<file path="config.mk">
export PLATFORM = sky130hd
export DESIGN_NAME = mul_unit
export DESIGN_NICKNAME = d
export VERILOG_FILES = /design/src/rtl/mul_unit.sv
export SDC_FILE = /design/constraint.sdc
export NUM_CORES = 1
export LEC_CHECK = 0
export CORE_ASPECT_RATIO = 1.4
export CORE_UTILIZATION = 35
export CTS_BUF_LIST = sky130_fd_sc_hd__clkbuf_8 sky130_fd_sc_hd__clkbuf_16
export DETAILED_ROUTE_END_ITERATION = 8
export MAX_ROUTING_LAYER = met4
export REMOVE_ABC_BUFFERS = 1
export SLEW_MARGIN = 15
export SYNTH_ARGS = -nofsm -noshare
export SYNTH_HDL_FRONTEND = slang
export SYNTH_SLANG_ARGS = --single-unit
</file>
<file path="constraint.sdc">
create_clock -name clk -period 13.1 [get_ports clk]
set_clock_uncertainty 0.05 [all_clocks]
set_input_delay 1.965 -clock clk [delete_from_list [all_inputs] [get_ports clk]]
set_output_delay 1.965 -clock clk [all_outputs]
set_load 0.01 [all_outputs]
</file>
<file path="src/rtl/mul_unit.sv">
// Iterative radix-2 shift-add multiplier (MUL / UMULL / SMULL) for the multicycle ARM core.
// Optional early termination on a zero remaining multiplier: define MUL_EARLY_TERM_EN.
module mul_unit #(
  parameter int unsigned WIDTH = 32
) (
  input  logic             clk,
  input  logic             reset,
  input  logic             start,
  input  logic             IsLongMul,
  input  logic             Signed,
  input  logic [WIDTH-1:0] SrcA,
  input  logic [WIDTH-1:0] SrcB,
  output logic             busy,
  output logic             done,
  output logic [WIDTH-1:0] ALUResult,
  output logic [WIDTH-1:0] ALUResult2
);

  localparam int unsigned PW = 2 * WIDTH;
  localparam int unsigned CW = $clog2(WIDTH) + 1;

  localparam logic [1:0] IDLE = 2'd0;
  localparam logic [1:0] CALC = 2'd1;
  localparam logic [1:0] FIX  = 2'd2;
  localparam logic [1:0] DONE = 2'd3;

  logic [1:0]       state;
  logic [1:0]       state_nxt;
  logic [PW-1:0]    acc;
  logic [PW-1:0]    mcand;
  logic [WIDTH-1:0] mplier;
  logic [CW-1:0]    cnt;
  logic             is_long;
  logic             neg;

  logic             signed_op_c;
  logic [WIDTH-1:0] abs_a_c;
  logic [WIDTH-1:0] abs_b_c;
  logic [PW-1:0]    acc_sum_c;
  logic [PW-1:0]    acc_fixed_c;
  logic             last_iter_c;

  // Signed mode only applies to long multiplies; magnitudes are multiplied unsigned.
  assign signed_op_c = IsLongMul & Signed;
  assign abs_a_c     = (signed_op_c && SrcA[WIDTH-1]) ? (~SrcA + WIDTH'(1)) : SrcA;
  assign abs_b_c     = (signed_op_c && SrcB[WIDTH-1]) ? (~SrcB + WIDTH'(1)) : SrcB;

  assign acc_sum_c   = mplier[0] ? (acc + mcand) : acc;
  assign acc_fixed_c = neg ? (~acc + PW'(1)) : acc;

`ifdef MUL_EARLY_TERM_EN
  // Stop once no set multiplier bits remain after this iteration.
  assign last_iter_c = (cnt == CW'(1)) || ((mplier >> 1) == '0);
`else
  assign last_iter_c = (cnt == CW'(1));
`endif

  // State register
  always_ff @(posedge clk or posedge reset) begin
    if (reset) begin
      state <= IDLE;
    end else begin
      state <= state_nxt;
    end
  end

  // Next-state logic
  always_comb begin
    state_nxt = state;
    case (state)
      IDLE:    if (start) state_nxt = CALC;
      CALC:    if (last_iter_c) state_nxt = FIX;
      FIX:     state_nxt = DONE;
      DONE:    state_nxt = IDLE;
      default: state_nxt = IDLE;
    endcase
  end

  // Datapath and registered outputs
  always_ff @(posedge clk or posedge reset) begin
    if (reset) begin
      acc        <= '0;
      mcand      <= '0;
      mplier     <= '0;
      cnt        <= '0;
      is_long    <= 1'b0;
      neg        <= 1'b0;
      busy       <= 1'b0;
      done       <= 1'b0;
      ALUResult  <= '0;
      ALUResult2 <= '0;
    end else begin
      case (state)
        IDLE: begin
          if (start) begin
            is_long <= IsLongMul;
            neg     <= signed_op_c & (SrcA[WIDTH-1] ^ SrcB[WIDTH-1]);
            mcand   <= PW'(abs_a_c);
            mplier  <= abs_b_c;
            acc     <= '0;
            cnt     <= CW'(WIDTH);
            busy    <= 1'b1;
          end
        end
        CALC: begin
          acc    <= acc_sum_c;
          mcand  <= mcand << 1;
          mplier <= mplier >> 1;
          cnt    <= cnt - CW'(1);
        end
        FIX: begin
          ALUResult  <= acc_fixed_c[WIDTH-1:0];
          ALUResult2 <= is_long ? acc_fixed_c[PW-1:WIDTH] : '0;
          done       <= 1'b1;
        end
        DONE: begin
          done <= 1'b0;
          busy <= 1'b0;
        end
        default: begin
          done <= 1'b0;
          busy <= 1'b0;
        end
      endcase
    end
  end

endmodule

</file>
== Word level (Yosys, flattened, before mapping) ==
Index checks and enable logic that the tools add are counted.

* Equality and inequality tests: 7
* Add/subtract/negate cells: 5
* Bitwise gates (word level): 6
* Mux-type cells: 19
* Reduce and logical (&&, ||, !) cells: 11

{| class="wikitable"
|+ Operators with widths
! kind !! number
|-
| 64-bit 2-to-1 mux || 4
|-
| 64-bit case mux with 2 select lines || 2
|-
| 32-bit 2-to-1 mux || 4
|-
| 32-bit by 1-bit adder with 32-bit output (second input constant) || 2
|-
| 64-bit by 1-bit adder with 64-bit output (second input constant) || 1
|-
| 64-bit adder || 1
|-
| 32-bit inverter || 2
|-
| 64-bit inverter || 1
|-
| 32-bit case mux with 2 select lines || 1
|-
| 6-bit case mux with 2 select lines || 1
|-
| 2-bit case mux with 4 select lines || 1
|-
| 2-bit AND reduction || 4
|-
| 6-bit by 1-bit == test with 1-bit output (second input constant) || 1
|-
| 6-bit 2-to-1 mux || 1
|-
| 2-bit inequality test (second input constant) || 3
|-
| 2-bit nonzero test || 3
|-
| 6-bit by 1-bit subtractor with 6-bit output (second input constant) || 1
|-
| 2-bit == test (second input constant) || 2
|-
| 2-bit 2-to-1 mux || 2
|-
| 1-bit case mux with 2 select lines || 2
|-
| 3-bit AND reduction || 1
|-
| 1-bit bitwise AND || 2
|-
| 2-bit by 1-bit == test with 1-bit output (second input constant) || 1
|-
| 1-bit logical AND || 2
|-
| other kinds (3) || 3
|}

* Bits in registers: 236
* Output and inout port bits: 66
* Word-level logic and storage cells: 59
* Bits of input ports: 69

== Logic depth before layout (Yosys ltp) ==
Gate-level depths: netlist (run 1).

* Word-level depth: 5
* Depth in mapped cells: 13
* Gate-level depth less buffers: 13

== Worst setup path before layout (run 1) ==
Ideal clock, no wire load.

* Path kind: in2reg
* Start: input port SrcB[8]
* End: register mplier[25]
* Library setup time: 0.137 ns
* Arrival: 4.117 ns
* Stages: 10
* Buffers on the path: 0
* Data required time: 12.913 ns
* Setup slack: 8.796 ns
* Cell sequence: or4_1 nor4_1 nand2_1 or3_1 o41ai_1 nand2_1 xnor2_1 nand2_1 o21ai_0 a21oi_1

* Longest elaborated chain between the ends: 5

{| class="wikitable"
|+ RTL lines
! item !! RTL line !! text
|-
| from (decl) || 12 || <nowiki>input logic [WIDTH-1:0] SrcB,</nowiki>
|-
| 32-bit inverter || 46 || <nowiki>assign abs_b_c = (signed_op_c && SrcB[WIDTH-1]) ? (~SrcB + WIDTH'(1)) : SrcB;</nowiki>
|-
| 32-bit by 1-bit adder with 32-bit output || 46 ||
|-
| 32-bit 2-to-1 mux || 46 ||
|-
| 32-bit 2-to-1 mux || 95 || <nowiki>if (start) begin</nowiki>
|-
| 32-bit case mux with 2 select lines || 93 || <nowiki>case (state)</nowiki>
|-
| to (signal assigned) || 99 || <nowiki>mplier <= abs_b_c;</nowiki>
|-
| to (signal assigned) || 108 || <nowiki>mplier <= mplier >> 1;</nowiki>
|-
| to (decl) || 31 || <nowiki>logic [WIDTH-1:0] mplier;</nowiki>
|}

No other way between the ends. The select of a mux whose other input is x is not followed.
A chain may end at the register's enable or synchronous reset.

== Worst setup path after layout (run 1) ==
* Start: input port SrcB[2]
* End: register mplier[30]

The elaborated chain is that of the path after synthesis.

==> flow_summary.html, run 1 <==
<table>
<tr><th>Metric</th><th>Value</th></tr>
<tr><th colspan="2">Clocking</th></tr>
<tr><td>Cts hold-fix bufs</td><td>0</td></tr>
<tr><td>Worst-skew pair later-pin latency</td><td>0.55 ns</td></tr>
<tr><td>Post-CTS setup-driven buffer insertion count</td><td>0</td></tr>
<tr><td>CTS tree</td><td>done</td></tr>
<tr><td>Root buffer cell</td><td>clkbuf_16</td></tr>
<tr><td>CTS Buf Count</td><td>27</td></tr>
<tr><td>Resize count post-CTS</td><td>0</td></tr>
<tr><td>CTS clk-pin slew, worst paths</td><td>0.06 ns</td></tr>
<tr><td>Number of buffers on the longest clock path</td><td>3</td></tr>
<tr><td>H-Tree Level Count</td><td>1</td></tr>
<tr><td># clock sinks</td><td>236</td></tr>
<tr><th colspan="2">Timing</th></tr>
<tr><td>Slew at the pin with the worst max-slew slack</td><td>1.02 ns</td></tr>
<tr><td>TNS Setup</td><td>0 ns</td></tr>
<tr><td>Rel. slew slack</td><td>0.315</td></tr>
<tr><td>Final period util</td><td>0.364</td></tr>
<tr><td>Crit path setup slack, layout</td><td>8.33 ns</td></tr>
<tr><td>Unrepaired setup endpoints after global routing</td><td>no</td></tr>
<tr><td>Total count of max-transition violations in the final report</td><td>0</td></tr>
<tr><td>Peak Freq</td><td>210 MHz</td></tr>
<tr><td>Min Clock Period, post-route</td><td>4.77 ns</td></tr>
<tr><td>Endpoints failing hold</td><td>0</td></tr>
<tr><td>Final setup violation count</td><td>0</td></tr>
<tr><th colspan="2">Routing</th></tr>
<tr><td>Mean number of vias per cell</td><td>5.40</td></tr>
<tr><td>Highest metal layer used by the detailed router</td><td>met4</td></tr>
<tr><td>Remaining routing DRC violations</td><td>14</td></tr>
<tr><td>Detailed-router iteration count before antenna repair</td><td>7</td></tr>
<tr><td>Post-Route WL</td><td>42000 um</td></tr>
<tr><td>Post-DR wirelength/cell</td><td>17.0 um</td></tr>
<tr><td>DRC marker count from the first detailed-route iteration</td><td>667</td></tr>
<tr><td>Routed wire length on met2</td><td>21100 um</td></tr>
<tr><td>Sum of routed wire segments on met1</td><td>17800 um</td></tr>
<tr><td>Remaining antenna violation count</td><td>0</td></tr>
<tr><td>Vias</td><td>13300</td></tr>
<tr><td>Routed wl met3</td><td>1850 um</td></tr>
<tr><th colspan="2">Setup path</th></tr>
<tr><td>Worst endpoint required time</td><td>13.46 ns</td></tr>
<tr><td>Max stage delay cell, worst path</td><td>nor3b_1</td></tr>
<tr><td>Setup Crit Path Kind</td><td>in2reg</td></tr>
<tr><td>Crit. End Element</td><td>register</td></tr>
<tr><td>Crit-path max cell delay</td><td>0.59 ns</td></tr>
<tr><td>Cell chain of the critical path</td><td>clkdlybuf4s50_1 &gt; or3_1 &gt; nor3b_1 &gt; nand2_1 &gt; or2_2 &gt; o21ai_0 &gt; o21ai_0 &gt; xnor2_1 &gt; nand2_1 &gt; o21ai_0 &gt; a21oi_1</td></tr>
<tr><td>Largest fanout on the critical path</td><td>6</td></tr>
<tr><td>Kind of launch point of the worst setup path</td><td>primary input</td></tr>
<tr><td>Critical Path Most Common Cell</td><td>o21ai_0</td></tr>
<tr><td>Setup slack of the most critical reg-to-reg path</td><td>8.89 ns</td></tr>
<tr><td>Worst Path Arrival</td><td>5.13 ns</td></tr>
<tr><th colspan="2">Synthesis</th></tr>
<tr><td>Library cells used by synthesis</td><td>74</td></tr>
<tr><td>Prevailing post-synth register cell</td><td>dfrtp_1</td></tr>
<tr><td>Post-synth top cells</td><td>236 x dfrtp_1, 215 x nand2_1, 211 x o21ai_0</td></tr>
<tr><td>Number of enable flip-flop cells after synthesis</td><td>0</td></tr>
<tr><td>Sequential fraction of the synthesis area</td><td>0.384</td></tr>
<tr><td>Number of cells produced by synthesis</td><td>1823</td></tr>
<tr><td>Number of warning messages in the yosys log</td><td>0</td></tr>
<tr><td>Async set-or-reset flop fraction in the synthesized netlist</td><td>1.00</td></tr>
<tr><td>Synthesized flop and latch total</td><td>236</td></tr>
<tr><td>Share of the synthesized area in the top cell type</td><td>0.384</td></tr>
<tr><td>Synth Cell Area</td><td>15400 um2</td></tr>
<tr><td>Cell types occupying the most area after synthesis</td><td>dfrtp_1 38%, o21ai_0 6.9%, a21oi_1 6.5%, xor2_1 6.0%, ha_1 5.9%</td></tr>
<tr><td>Dominant cell type by area after synthesis</td><td>dfrtp_1</td></tr>
<tr><td>Post-Syn Area per Cell</td><td>8.43 um2</td></tr>
<tr><td>Top-count cell post-synth</td><td>dfrtp_1</td></tr>
<tr><th colspan="2">Placed design</th></tr>
<tr><td>Count of input and output buffers</td><td>134</td></tr>
<tr><td>Final HPWL DP</td><td>31300 um</td></tr>
<tr><td>Post-place setup slack</td><td>7.79 ns</td></tr>
<tr><td>Placer Congestion</td><td>0.928</td></tr>
<tr><th colspan="2">Global route</th></tr>
<tr><td>Antenna violations before repair</td><td>0</td></tr>
<tr><td>Global router's overall resource usage</td><td>0.197</td></tr>
<tr><td>Grt ovf</td><td>0</td></tr>
<tr><td>First-pass GRT wire length</td><td>69400 um</td></tr>
<tr><td>Maximum number of pins on one net before global-route repair</td><td>113</td></tr>
<tr><td>Via count of the first global-routing pass</td><td>13300</td></tr>
<tr><th colspan="2">Floorplan</th></tr>
<tr><td>Effective utilization at floorplan</td><td>0.356</td></tr>
<tr><td>X dimension of the die</td><td>179 um</td></tr>
<tr><td># IOs</td><td>135</td></tr>
<tr><td>Core Box Area</td><td>43200 um2</td></tr>
<tr><td>Die extent in y</td><td>250 um</td></tr>
<tr><td>Die ar.</td><td>44800 um2</td></tr>
<tr><td>Number of standard-cell rows in the floorplan</td><td>90</td></tr>
<tr><th colspan="2">Cells and area</th></tr>
<tr><td>Fraction of layout cells with a size suffix above 1</td><td>0.0511</td></tr>
<tr><td>Number of fillers in the final layout</td><td>4310</td></tr>
<tr><td>Area growth from synthesis to layout</td><td>17.5%</td></tr>
<tr><td>Antenna diode count</td><td>0</td></tr>
<tr><td>Post-layout net count</td><td>2038</td></tr>
<tr><th colspan="2">Run</th></tr>
<tr><td>Number of maximum-capacitance constraint violations</td><td>0</td></tr>
<tr><th colspan="2">Run status</th></tr>
<tr><td>Violations in the final reports</td><td>DRC</td></tr>
<tr><td>Outcome</td><td>finished, violations left</td></tr>
<tr><th colspan="2">Power</th></tr>
<tr><td>Total leakage power</td><td>7.71 nW</td></tr>
<tr><td>Worst-case vdd ir drop</td><td>130 uV</td></tr>
<tr><td>Power density over the cells</td><td>217 nW/um2</td></tr>
<tr><th colspan="2">Min path</th></tr>
<tr><td>Class of the worst hold path</td><td>reg2reg</td></tr>
</table>
registers in the layout (all words and copies together) (netlist names):
signal	flops
ALUResult	32
ALUResult2	32
acc	64
busy	1
cnt	6
done	1
is_long	1
mcand	64
mplier	32
neg	1
state	2
power breakdown:
part / internal, mW / switching, mW
registers: 0.997 / 0.233
logic: 0.756 / 1.17
clock network: 0.454 / 0.311
total: 2.21 / 1.72
stage by stage:
| step | instances | hold WS (ns) | cell area [um2] | util | power [mW] |
|---|---|---|---|---|---|
| after CTS | 2468 | 0.434 | 18100 | 0.418 | 3.97 |
| after global routing | 2468 | 0.462 | 18100 | 0.418 | 4.25 |
| after floorplan | 1723 | 0.391 | 15000 | - | 2.47 |
| final | 2468 | 0.428 | 18100 | 0.418 | 3.92 |
| after global placement | 2419 | 0.415 | 17200 | 0.397 | 3.14 |
| after detailed placement | 2419 | 0.420 | 17200 | 0.397 | 3.18 |
per-layer routing:
layer | track usage | vias to the layer above
met5 | - | -
met4 | 0.0619 | 0
met3 | 0.0299 | 75
met2 | 0.338 | 260
met1 | 0.233 | 6319
li1 | - | 6678
cells in the final DEF, fill, tap and decap left out, types with 10 or more instances in the layout:
cell and instances:
xnor2_1 65, inv_1 59, clkbuf_16 27, xor2_1 106, o21ai_0 211, o31ai_1 25, and3_1 12, ha_1 70
o41ai_1 11, nand3_1 23, a21oi_1 200, a31oi_1 10, or3_1 26, nand4_1 21, nand2_1 214, nor3_1 30
a21o_1 36, or4_1 12, o21bai_1 13, buf_4 10, clkdlybuf4s50_1 134, dfrtp_1 235, nor2_1 147, a22o_1 39
o22ai_1 21
critical path: cells and delay by family:
kind	cells	cell delay (ns)
buffers and inverters	1	0.47
AND/OR/NAND/NOR	5	1.57
AO/OA/AOI/OAI	4	0.94
XOR/XNOR	1	0.19
area by class of cell:
type,count,area (um2),area share
Sequential cell,236,5910,0.327
Inverter,58,225,0.0125
Multi-Input combinational cell,1429,8930,0.494
Timing Repair Buffer,144,1420,0.0784
Clock buffer,34,772,0.0427
Tap cell,552,691,0.0382
Clock inverter,15,133,0.00734
cell families after synthesis:
kind of cell    after synthesis  synth area share
flops                       236             0.384
xor+xnor                    171            0.0974
compound gates              633             0.249
buf+inv                     158            0.0386
fa+ha+maj                    73            0.0599
simple gates                548             0.168
mux                           4           0.00277
path summary, 6_finish.rpt:
kind                                             from                         end  cells after the start
worst max-delay path                          SrcB[2]      mplier[30]$_DFFE_PP0P_                     11
worst min-delay path            mplier[1]$_DFFE_PP0P_       mplier[1]$_DFFE_PP0P_                      2
worst max register to register     acc[1]$_DFFE_PP0P_         acc[61]$_DFFE_PP0P_                     11
worst min register to register  mplier[1]$_DFFE_PP0P_       mplier[1]$_DFFE_PP0P_                      2
max in group asynchronous                       reset  ALUResult2[30]$_DFFE_PP0P_                      4
min in group asynchronous                       reset    ALUResult[5]$_DFFE_PP0P_                      2
Note: power is estimated with default switching activity, not from simulation.
==> run 2, diff against run 1 <==
Clock period 13.1 ns to 4.1 ns, I/O delays scaled along.
==> flow_summary.html, run 2 (synthesis results as in run 1) <==
<table>
<tr><th>Metric</th><th>Value</th></tr>
<tr><th colspan="2">Power</th></tr>
<tr><td>Internal power</td><td>7.26 mW (was 2.21 mW)</td></tr>
<tr><td>Overall power</td><td>12.9 mW (was 3.92 mW)</td></tr>
<tr><td>Sequential power share</td><td>0.307 (was 0.313)</td></tr>
<tr><td>Combinational share of power</td><td>0.498 (was 0.492)</td></tr>
<tr><td>Power density over the cells</td><td>701 nW/um2 (was 217 nW/um2)</td></tr>
<tr><td>Total leakage power</td><td>7.87 nW (was 7.71 nW)</td></tr>
<tr><td>Worst-case vdd ir drop</td><td>327 uV (was 130 uV)</td></tr>
<tr><td>Switching power share of the total</td><td>0.435 (was 0.437)</td></tr>
<tr><td>Total net switching power</td><td>5.60 mW (was 1.72 mW)</td></tr>
<tr><td>Relative contribution of the clock network to total power</td><td>0.196 (was 0.195)</td></tr>
<tr><th colspan="2">Clocking</th></tr>
<tr><td>CTS tree</td><td>done (unchanged)</td></tr>
<tr><td>Number of buffers on the longest clock path</td><td>3 (unchanged)</td></tr>
<tr><td>Cts hold-fix bufs</td><td>0 (unchanged)</td></tr>
<tr><td>H-Tree Level Count</td><td>1 (unchanged)</td></tr>
<tr><td>CTS clk-pin slew, worst paths</td><td>0.06 ns (about the same)</td></tr>
<tr><td># clock sinks</td><td>236 (unchanged)</td></tr>
<tr><td>CTS Buf Count</td><td>26 (was 27)</td></tr>
<tr><td>Resize count post-CTS</td><td>0 (unchanged)</td></tr>
<tr><td>Worst-skew pair later-pin latency</td><td>0.55 ns (about the same)</td></tr>
<tr><td>Post-CTS setup-driven buffer insertion count</td><td>0 (unchanged)</td></tr>
<tr><td>Root buffer cell</td><td>clkbuf_16 (unchanged)</td></tr>
<tr><th colspan="2">Timing</th></tr>
<tr><td>Final setup violation count</td><td>0 (unchanged)</td></tr>
<tr><td>Min Clock Period, post-route</td><td>3.80 ns</td></tr>
<tr><td>Rel. slew slack</td><td>0.338 (was 0.315)</td></tr>
<tr><td>Endpoints failing hold</td><td>0 (unchanged)</td></tr>
<tr><td>Unrepaired setup endpoints after global routing</td><td>no (unchanged)</td></tr>
<tr><td>Peak Freq</td><td>263 MHz</td></tr>
<tr><td>Total count of max-transition violations in the final report</td><td>0 (unchanged)</td></tr>
<tr><td>Slew at the pin with the worst max-slew slack</td><td>0.991 ns (was 1.02 ns)</td></tr>
<tr><td>Final period util</td><td>0.927</td></tr>
<tr><th colspan="2">Global route</th></tr>
<tr><td>Maximum number of pins on one net before global-route repair</td><td>76 (was 113)</td></tr>
<tr><td>Via count of the first global-routing pass</td><td>13600 (was 13300)</td></tr>
<tr><td>First-pass GRT wire length</td><td>71100 um (was 69400 um)</td></tr>
<tr><td>Antenna violations before repair</td><td>0 (unchanged)</td></tr>
<tr><td>Grt ovf</td><td>0 (unchanged)</td></tr>
<tr><td>Global router's overall resource usage</td><td>0.204 (was 0.197)</td></tr>
<tr><th colspan="2">Run status</th></tr>
<tr><td>Violations in the final reports</td><td>DRC (unchanged)</td></tr>
<tr><td>Outcome</td><td>finished, violations left (unchanged)</td></tr>
<tr><th colspan="2">Routing</th></tr>
<tr><td>Remaining routing DRC violations</td><td>14 (unchanged)</td></tr>
<tr><td>Post-Route WL</td><td>43700 um (was 42000 um)</td></tr>
<tr><td>Post-DR wirelength/cell</td><td>17.5 um (was 17.0 um)</td></tr>
<tr><td>Mean number of vias per cell</td><td>5.39 (was 5.40)</td></tr>
<tr><td>Detailed-router iteration count before antenna repair</td><td>7 (unchanged)</td></tr>
<tr><td>Vias</td><td>13500 (was 13300)</td></tr>
<tr><td>Remaining antenna violation count</td><td>0 (unchanged)</td></tr>
<tr><td>DRC marker count from the first detailed-route iteration</td><td>622 (was 667)</td></tr>
<tr><th colspan="2">Floorplan</th></tr>
<tr><td>Die extent in y</td><td>250 um (unchanged)</td></tr>
<tr><td>Effective utilization at floorplan</td><td>0.356 (unchanged)</td></tr>
<tr><td>Core Box Area</td><td>43200 um2 (unchanged)</td></tr>
<tr><td>Die ar.</td><td>44800 um2 (unchanged)</td></tr>
<tr><td># IOs</td><td>135 (unchanged)</td></tr>
<tr><td>Number of standard-cell rows in the floorplan</td><td>90 (unchanged)</td></tr>
<tr><td>X dimension of the die</td><td>179 um (unchanged)</td></tr>
<tr><th colspan="2">Placed design</th></tr>
<tr><td>Count of input and output buffers</td><td>134 (unchanged)</td></tr>
<tr><td>Placer Congestion</td><td>0.967 (was 0.928)</td></tr>
<tr><td>Cell area after placement</td><td>17400 um2 (was 17200 um2)</td></tr>
<tr><td>Final HPWL DP</td><td>33400 um (was 31300 um)</td></tr>
<tr><th colspan="2">Cells and area</th></tr>
<tr><td>Highest-count cells in the layout ignoring fill and taps</td><td>235 x dfrtp_1, 215 x nand2_1, 211 x o21ai_0 (was 235 x dfrtp_1, 214 x nand2_1, 211 x o21ai_0)</td></tr>
<tr><td>Post-layout net count</td><td>2067 (was 2038)</td></tr>
<tr><td>Sequential cell area</td><td>5910 um2 (unchanged)</td></tr>
<tr><td>Number of fillers in the final layout</td><td>4365 (was 4310)</td></tr>
<tr><td>Design area</td><td>18400 um2 (was 18100 um2)</td></tr>
<tr><td>Fraction of layout cells with a size suffix above 1</td><td>0.0648 (was 0.0511)</td></tr>
<tr><td>Core occupancy in the finished layout</td><td>0.424 (was 0.418)</td></tr>
<tr><td>Area growth from synthesis to layout</td><td>19.4% (was 17.5%)</td></tr>
<tr><td>Antenna diode count</td><td>0 (unchanged)</td></tr>
<tr><td>Most common cell after layout, fill and taps aside</td><td>dfrtp_1 (unchanged)</td></tr>
<tr><td>Multi-input gate area</td><td>8930 um2 (about the same)</td></tr>
<tr><td>Biggest registers after layout</td><td>acc: 64 flops, mcand: 64 flops (unchanged)</td></tr>
<tr><th colspan="2">Run</th></tr>
<tr><td>Number of maximum-capacitance constraint violations</td><td>0 (unchanged)</td></tr>
<tr><th colspan="2">Setup path</th></tr>
<tr><td>Cell chain of the critical path</td><td>ha_1 &gt; inv_1 &gt; fa_1 &gt; nor2b_1 &gt; o31a_1 &gt; nor3_1 &gt; o211a_1 &gt; a2111oi_0 &gt; buf_4 &gt; nor2_1 &gt; o21ai_0 &gt; o31ai_1 &gt; xor2_1 &gt; o21ai_0 (was clkdlybuf4s50_1 &gt; or3_1 &gt; nor3b_1 &gt; nand2_1 &gt; or2_2 &gt; o21ai_0 &gt; o21ai_0 &gt; xnor2_1 &gt; nand2_1 &gt; o21ai_0 &gt; a21oi_1)</td></tr>
<tr><td>Critical Path Most Common Cell</td><td>o21ai_0 (unchanged)</td></tr>
<tr><td>Worst Path Arrival</td><td>4.22 ns (was 5.13 ns)</td></tr>
<tr><td>Worst endpoint required time</td><td>4.52 ns (was 13.46 ns)</td></tr>
<tr><td>Largest fanout on the critical path</td><td>5 (was 6)</td></tr>
<tr><td>Max stage delay cell, worst path</td><td>a2111oi_0 (was nor3b_1)</td></tr>
<tr><td>Kind of launch point of the worst setup path</td><td>register (was primary input)</td></tr>
<tr><td>Crit-path max cell delay</td><td>0.61 ns (was 0.59 ns)</td></tr>
<tr><td>Setup Crit Path Kind</td><td>reg2reg (was in2reg)</td></tr>
<tr><td>Setup slack of the most critical reg-to-reg path</td><td>0.30 ns (was 8.89 ns)</td></tr>
<tr><td>Crit. End Element</td><td>register (unchanged)</td></tr>
<tr><th colspan="2">Min path</th></tr>
<tr><td>Class of the worst hold path</td><td>reg2reg (unchanged)</td></tr>
</table>
==> run 2: critical path: cells and delay by family, from the launching register on <==
kind / cells / cell delay [ns]
xor gates and xnor gates: 1 / 0.16
DFF: 1 / 0.42
adders and majority gates: 2 / 0.63
AOI/OAI and AO/OA: 6 / 1.84
buffers and inverters: 2 / 0.28
and+or+nand+nor: 3 / 0.33
==> run 2: worst paths after layout <==
kind                                              from                         to  depth (start not counted)
worst min-delay path            mplier[12]$_DFFE_PP0P_     mplier[12]$_DFFE_PP0P_                          2
worst min register to register  mplier[12]$_DFFE_PP0P_     mplier[12]$_DFFE_PP0P_                          2
worst max register to register    mcand[0]$_DFFE_PP0P_        acc[50]$_DFFE_PP0P_                         14
worst max-delay path              mcand[0]$_DFFE_PP0P_        acc[50]$_DFFE_PP0P_                         14
max in group asynchronous                        reset  ALUResult[21]$_DFFE_PP0P_                          3
min in group asynchronous                        reset  ALUResult[10]$_DFFE_PP0P_                          2
==> run 2: through the flow <==
stage          hold slack, ns  setup TNS (ns)  std cells  worst slack, ns
3_5_place_dp            0.424               0       2449            0.335
6_report                0.433               0       2497            0.299
5_1_grt                 0.455               0       2497           0.0598
3_3_place_gp            0.410               0       2449            0.323
2_1_floorplan           0.391         -906.65       1723            -3.04
4_1_cts                 0.438               0       2497            0.346
==> run 2: metal layers <==
| layer | wire length [um] | track usage | up-vias |
|---|---|---|---|
| met3 | 1830 | 0.0293 | 83 |
| met5 | 0 | - | - |
| met2 | 22300 | 0.358 | 264 |
| li1 | - | - | 6743 |
| met1 | 18100 | 0.234 | 6380 |
| met4 | 1490 | 0.0701 | 0 |
==> run 2: layout make-up <==
cell class | count | share of cell area
well taps | 552 | 0.0376
repair buffers | 174 | 0.0915
inverters | 58 | 0.0123
clock buffers | 30 | 0.0391
clock inverters | 18 | 0.0112
multi-input cells | 1429 | 0.486
flip-flops and latches | 236 | 0.322
==> run 2: power by group through the flow <==
stage          Clock, mW  Combinational [mW]  Sequential (mW)
2_1_floorplan          0                3.98             3.92
3_3_place_gp           0                6.37             3.97
3_5_place_dp           0                6.45             3.99
4_1_cts             2.59                6.47             3.96
5_1_grt             2.65                7.15             4.08
6_report            2.52                6.40             3.94
